**config.mk**
```make
export PLATFORM = sky130hd
export DESIGN_NAME = xgmii_word_class
export DESIGN_NICKNAME = d
export VERILOG_FILES = /design/src/rtl/xaui_rx_checker_pkg.sv /design/src/rtl/xgmii_word_class.sv
export SDC_FILE = /design/constraint.sdc
export NUM_CORES = 1
export LEC_CHECK = 0
export CORE_MARGIN = 2
export CORE_UTILIZATION = 24
export DETAILED_ROUTE_END_ITERATION = 7
export PLACE_DENSITY = 0.86
export SLEW_MARGIN = 20
export SYNTH_ARGS = -nofsm -noshare
export SYNTH_HDL_FRONTEND = slang
export SYNTH_SLANG_ARGS = --single-unit
```
**constraint.sdc**
```tcl
create_clock -name vclk -period 2.45
set_input_delay 0.245 -clock vclk [all_inputs]
set_output_delay 0.245 -clock vclk [all_outputs]
set_load 0.01 [all_outputs]
```
**src/rtl/xaui_rx_checker_pkg.sv**
```systemverilog
// Shared XGMII character codes, word classes, FSM state codes and error codes
// for the XAUI receive traffic checker.
package xaui_rx_checker_pkg;

  localparam logic [7:0] XGMII_IDLE  = 8'h07;
  localparam logic [7:0] XGMII_START = 8'hFB;
  localparam logic [7:0] XGMII_TERM  = 8'hFD;
  localparam logic [7:0] XGMII_FAULT = 8'h9C;
  localparam logic [7:0] XGMII_PRE   = 8'h55;
  localparam logic [7:0] XGMII_SFD   = 8'hD5;

  // BADPRE is a lane-0 start whose preamble was rejected; MISALIGN is a
  // start/terminate control character outside lane 0.
  typedef enum logic [2:0] {
    CLS_IDLE,
    CLS_START,
    CLS_TERM,
    CLS_FAULT,
    CLS_DATA,
    CLS_BADCTL,
    CLS_MISALIGN,
    CLS_BADPRE
  } word_class_t;

  localparam logic [1:0] ST_IDLE = 2'd0;
  localparam logic [1:0] ST_SEED = 2'd1;
  localparam logic [1:0] ST_DATA = 2'd2;

  localparam logic [2:0] ERR_NONE  = 3'd0;
  localparam logic [2:0] ERR_DATA  = 3'd1;
  localparam logic [2:0] ERR_CTL   = 3'd2;
  localparam logic [2:0] ERR_EARLY = 3'd3;
  localparam logic [2:0] ERR_LEN   = 3'd4;
  localparam logic [2:0] ERR_ALIGN = 3'd5;

endpackage

```
**src/rtl/xgmii_word_class.sv**
```systemverilog
// Combinational classifier mapping one 64-bit XGMII word to its word class.
// Honours XAUI_RX_CHECKER_PREAMBLE_EN (start must carry 55..55 D5 preamble).
module xgmii_word_class
  import xaui_rx_checker_pkg::*;
(
  input  logic [63:0]  rxd,
  input  logic [7:0]   rxc,
  output word_class_t  cls
);

  logic misalign;
  logic pre_ok;

  always_comb begin
    misalign = 1'b0;
    for (int i = 1; i < 8; i++) begin
      if (rxc[i] && (rxd[8*i +: 8] == XGMII_START || rxd[8*i +: 8] == XGMII_TERM))
        misalign = 1'b1;
    end
  end

`ifdef XAUI_RX_CHECKER_PREAMBLE_EN
  assign pre_ok = (rxd[63:8] == {XGMII_SFD, {6{XGMII_PRE}}});
`else
  assign pre_ok = 1'b1;
`endif

  always_comb begin
    cls = CLS_BADCTL;
    if (rxc == 8'h00)
      cls = CLS_DATA;
    else if (rxc == 8'hFF && rxd == {8{XGMII_IDLE}})
      cls = CLS_IDLE;
    else if (rxc == 8'hFF && rxd == {{7{XGMII_IDLE}}, XGMII_TERM})
      cls = CLS_TERM;
    else if (rxc == 8'h01 && rxd[7:0] == XGMII_START)
      cls = pre_ok ? CLS_START : CLS_BADPRE;
    else if (rxc == 8'h01 && rxd[7:0] == XGMII_FAULT)
      cls = CLS_FAULT;
    else if (misalign)
      cls = CLS_MISALIGN;
  end

endmodule

```
# Word-level counts from Yosys, hierarchy flattened
# Index checks and enable logic that the tools add are counted.
# Widths: inputs -> output; s select.
op_classes:
  mux: 13
  reduce_logical: 19
  n_eq_ne: 20
ops:
  columns: ["op", "count"]
  rows:
  - ["$eq 8x8->1 const B", 17]
  - ["$eq 64x59->1 const B", 2]
  - ["$mux 3", 5]
  - ["$logic_and 1x1->1", 11]
  - ["$eq 8x1->1 const B", 1]
  - ["$logic_not 8->1", 1]
  - ["$logic_or 1x1->1", 7]
  - ["$mux 1", 7]
  - ["$mux 2", 1]
word_totals:
  regBits: 0
  elab_cells: 52

# Depth between registers and ports, before layout
# Gate-level depths: netlist of run 1.
logic_depth:
  depth_word: 16
  mapped_depth: 5
  ltp_nobuf: 5

# Worst setup path after synthesis of run 1
# OpenSTA, ideal clock, no wires.
synth_path:
  path_type: "input port to output port"
  from: "input port rxd[29]"
  to: "output port cls[1]"
  path_slack_ns: 0.333
  cell_stages: 5
  arrival_ns: 1.872
  cell_sequence: "or4b_1 or4_1 nor4_2 a22oi_1 o21bai_1"
synth_between:
  elab_chain_len: 14
synth_lines:
  columns: ["element", "line", "rtl"]
  rows:
  - ["start: declaration", "xgmii_word_class.sv:6", "input logic [63:0] rxd,"]
  - ["$eq 8x8->1", "xgmii_word_class.sv:17", "if (rxc[i] && (rxd[8*i +: 8] == XGMII_START || rxd[8*i +: 8] == XGMII_TERM))"]
  - ["$logic_or 1x1->1", "xgmii_word_class.sv:17", null]
  - ["$logic_and 1x1->1", "xgmii_word_class.sv:17", null]
  - ["$mux 1 (5 in a row)", "xgmii_word_class.sv:17", null]
  - ["$mux 2", "xgmii_word_class.sv:40", "else if (misalign)"]
  - ["$mux 3", "xgmii_word_class.sv:38", "else if (rxc == 8'h01 && rxd[7:0] == XGMII_FAULT)"]
  - ["$mux 3", "xgmii_word_class.sv:36", "else if (rxc == 8'h01 && rxd[7:0] == XGMII_START)"]
  - ["$mux 3", "xgmii_word_class.sv:34", "else if (rxc == 8'hFF && rxd == {{7{XGMII_IDLE}}, XGMII_TERM})"]
  - ["$mux 3 (*)", "xgmii_word_class.sv:32", "else if (rxc == 8'hFF && rxd == {8{XGMII_IDLE}})"]
  - ["$mux 3 (*)", "xgmii_word_class.sv:30", "if (rxc == 8'h00)"]
  - ["end: declaration", "xgmii_word_class.sv:8", "output word_class_t cls"]
# Mark *: on every way between the ends. The rest lies on a longest branch, timed or not.

# Worst setup path after layout of run 1
# Same ends and word-level chain as after synthesis.

==> results.txt, run 1 <==
Tmin final -> 2.40 ns
Initial Utilization -> 0.253
Design Area, Final -> 0.00142 sq mm
Syn Area/Cell -> 6.62 sq um
Via count -> 1017
Max-cap viol count -> 0
Leakage -> 0.513 nW
Synth Warn # -> 0
1st-iter DRT viols -> 4
Vias in the first global route -> 1086
Gr ovfl total -> 0
Placed cell areas -> 0.00141 sq mm
I/O Buffers -> 75
Pins over their slew limit -> 0
Vias/cell -> 5.19
Crit Path Max Fanout -> 2
Core ar. -> 0.00196 sq mm
GRT Util Overall -> 0.222
Synth unique cells -> 23
Final Hold Vio Count -> 0
Die Ht -> 49.5 microns
Setup CP Type -> in2out
Sequential area share after synthesis -> 0
Drc violations -> 0
Routability cong. -> 0.850
Drt total wl -> 2.74 mm
Pwr Density -> 135 mW/mm^2
RSZ-0062 raised after global routing -> true
Ports -> 75
Clkbuf count -> 0
Die span in x -> 49.5 microns
Nets@finish -> 243
TritonRoute pass-1 iters -> 4
# fillers -> 163
Hold Path Class -> in2out
Worst EP required -> 2.20 ns
Headroom to the max-slew limit -> 0.769
Wire per inst -> 14.0 microns
Dpl hpwl -> 2.52 mm
Reg area -> 0 sq um
# setup viols final -> 0
Antenna Violating Nets Remaining -> 0
Fin crit share -> 0.981
PnR worst setup slack -> 0.0454 ns
Pre-CTS WS -> -0.711 ns
First-pass GRT wire length -> 4.45 mm
Initial antenna violation count -> 0
Peak Freq -> 416 MHz
Peak VDD IR -> 0.0000832 V
Largest net degree at the start of global routing -> 5
CP Capture Type -> output pin
Syn nets -> 147
Startpoint type of the worst setup path -> input port
N_diodes -> 0
FFs & Latches -> 0
Worst Tran Pin Value -> 0.344 ns
Cells after synthesis -> 75
Share of cells above drive strength 1 -> 0.201
Area Overhead vs Synth -> 185%
Setup TNS -> 0 ns
Cell Area, Synth -> 497 sq um
Die Footprint -> 0.00245 sq mm
Worst endpoint data arrival time -> 2.16 ns
Cell Rows -> 16
Outcome -> complete, no violations
through the flow:
step / util / instances / hold WS [ns] / total power, W
6_report: 0.722 / 196 / 1.23 / 0.000191
2_1_floorplan: - / 75 / 0.643 / 0.0000298
5_1_grt: 0.722 / 196 / 1.28 / 0.000203
3_3_place_gp: 0.718 / 194 / 1.55 / 0.000188
4_1_cts: 0.726 / 195 / 1.23 / 0.000190
3_5_place_dp: 0.718 / 194 / 1.58 / 0.000193
repair_timing:
action / 4_1_cts / 5_1_grt
endpoints found under the setup margin: 3 / 3
hold buffers: 0 / 0
pin swaps: 6 / 6
gates resized for setup: 24 / 17
setup buffers: 1 / 1
cell families after synthesis:
| group | synth area share |
|---|---|
| and+or+nand+nor | 0.804 |
| buffers and inverters | 0.00755 |
| xor gates and xnor gates | 0.123 |
| AOI/OAI and AO/OA | 0.0655 |
layout make-up:
type | count | area, sq um | area share
Inverter | 1 | 3.75 | 0.00265
Multi-Input combinational cell | 74 | 524 | 0.370
Tap cell | 27 | 33.8 | 0.0239
Timing Repair Buffer | 94 | 855 | 0.603
layout by cell type (no fill, tap or decap), types with 2 or more instances in the layout:
| cell type | count |
|---|---|
| nor2_1 | 3 |
| buf_2 | 2 |
| nor4_1 | 3 |
| xnor2_1 | 7 |
| clkbuf_2 | 6 |
| buf_4 | 19 |
| nor4bb_1 | 2 |
| nand2_1 | 2 |
| nand2b_1 | 3 |
| nand3_1 | 10 |
| clkdlybuf4s50_1 | 64 |
| clkdlybuf4s15_1 | 2 |
| nor4b_1 | 7 |
| nand4_1 | 12 |
| nor3_1 | 12 |
final timing paths:
kind | from | to | slack, ns | cells past startpoint
setup / recovery | rxd[29] | cls[1] | 0.05 | 8
hold / removal | rxd[26] | cls[1] | 1.23 | 7
cell usage after synthesis, types with 2 or more instances:
cell | n | area share
nand4_1 | 12 | 0.15
nor3_1 | 12 | 0.12
nand3_1 | 10 | 0.10
nor4b_1 | 8 | 0.14
xnor2_1 | 7 | 0.12
nand2b_1 | 3 | 0.038
nor2_1 | 3 | 0.023
nor4_1 | 3 | 0.038
nand2_1 | 2 | 0.015
nor4bb_1 | 2 | 0.040
where the power goes:
| group | internal, W | switching [W] |
|---|---|---|
| Combinational | 0.000135 | 0.0000553 |
| Sequential | 0 | 0 |
| Clock | 0 | 0 |
| Total | 0.000135 | 0.0000553 |
per-layer routing:
layer,wire length (microns),global-route usage,vias up
li1,-,-,514
met1,1020,0.238,450
met2,1470,0.457,51
met3,241,0.0424,2
met4,15,0.0139,0
met5,0,0,-
worst max-delay path, cell delays in order:
cell      delay, ns
buf_6          0.09
or4b_4         0.52
or4_4          0.55
nor4_4         0.24
buf_4          0.16
a22oi_2        0.06
o21bai_1       0.14
buf_2          0.15
Power figures use the tool's default switching activity.
==> run 2: changes to the inputs <==
--- a/config.mk
+++ b/config.mk
@@ -8,6 +8,7 @@
 export CORE_MARGIN = 2
 export CORE_UTILIZATION = 24
 export DETAILED_ROUTE_END_ITERATION = 7
+export GPL_ROUTABILITY_DRIVEN = 0
 export PLACE_DENSITY = 0.86
 export SLEW_MARGIN = 20
 export SYNTH_ARGS = -nofsm -noshare
==> results of run 2 <==
No change in the layout: final DEF, timing and power equal those of run 1.
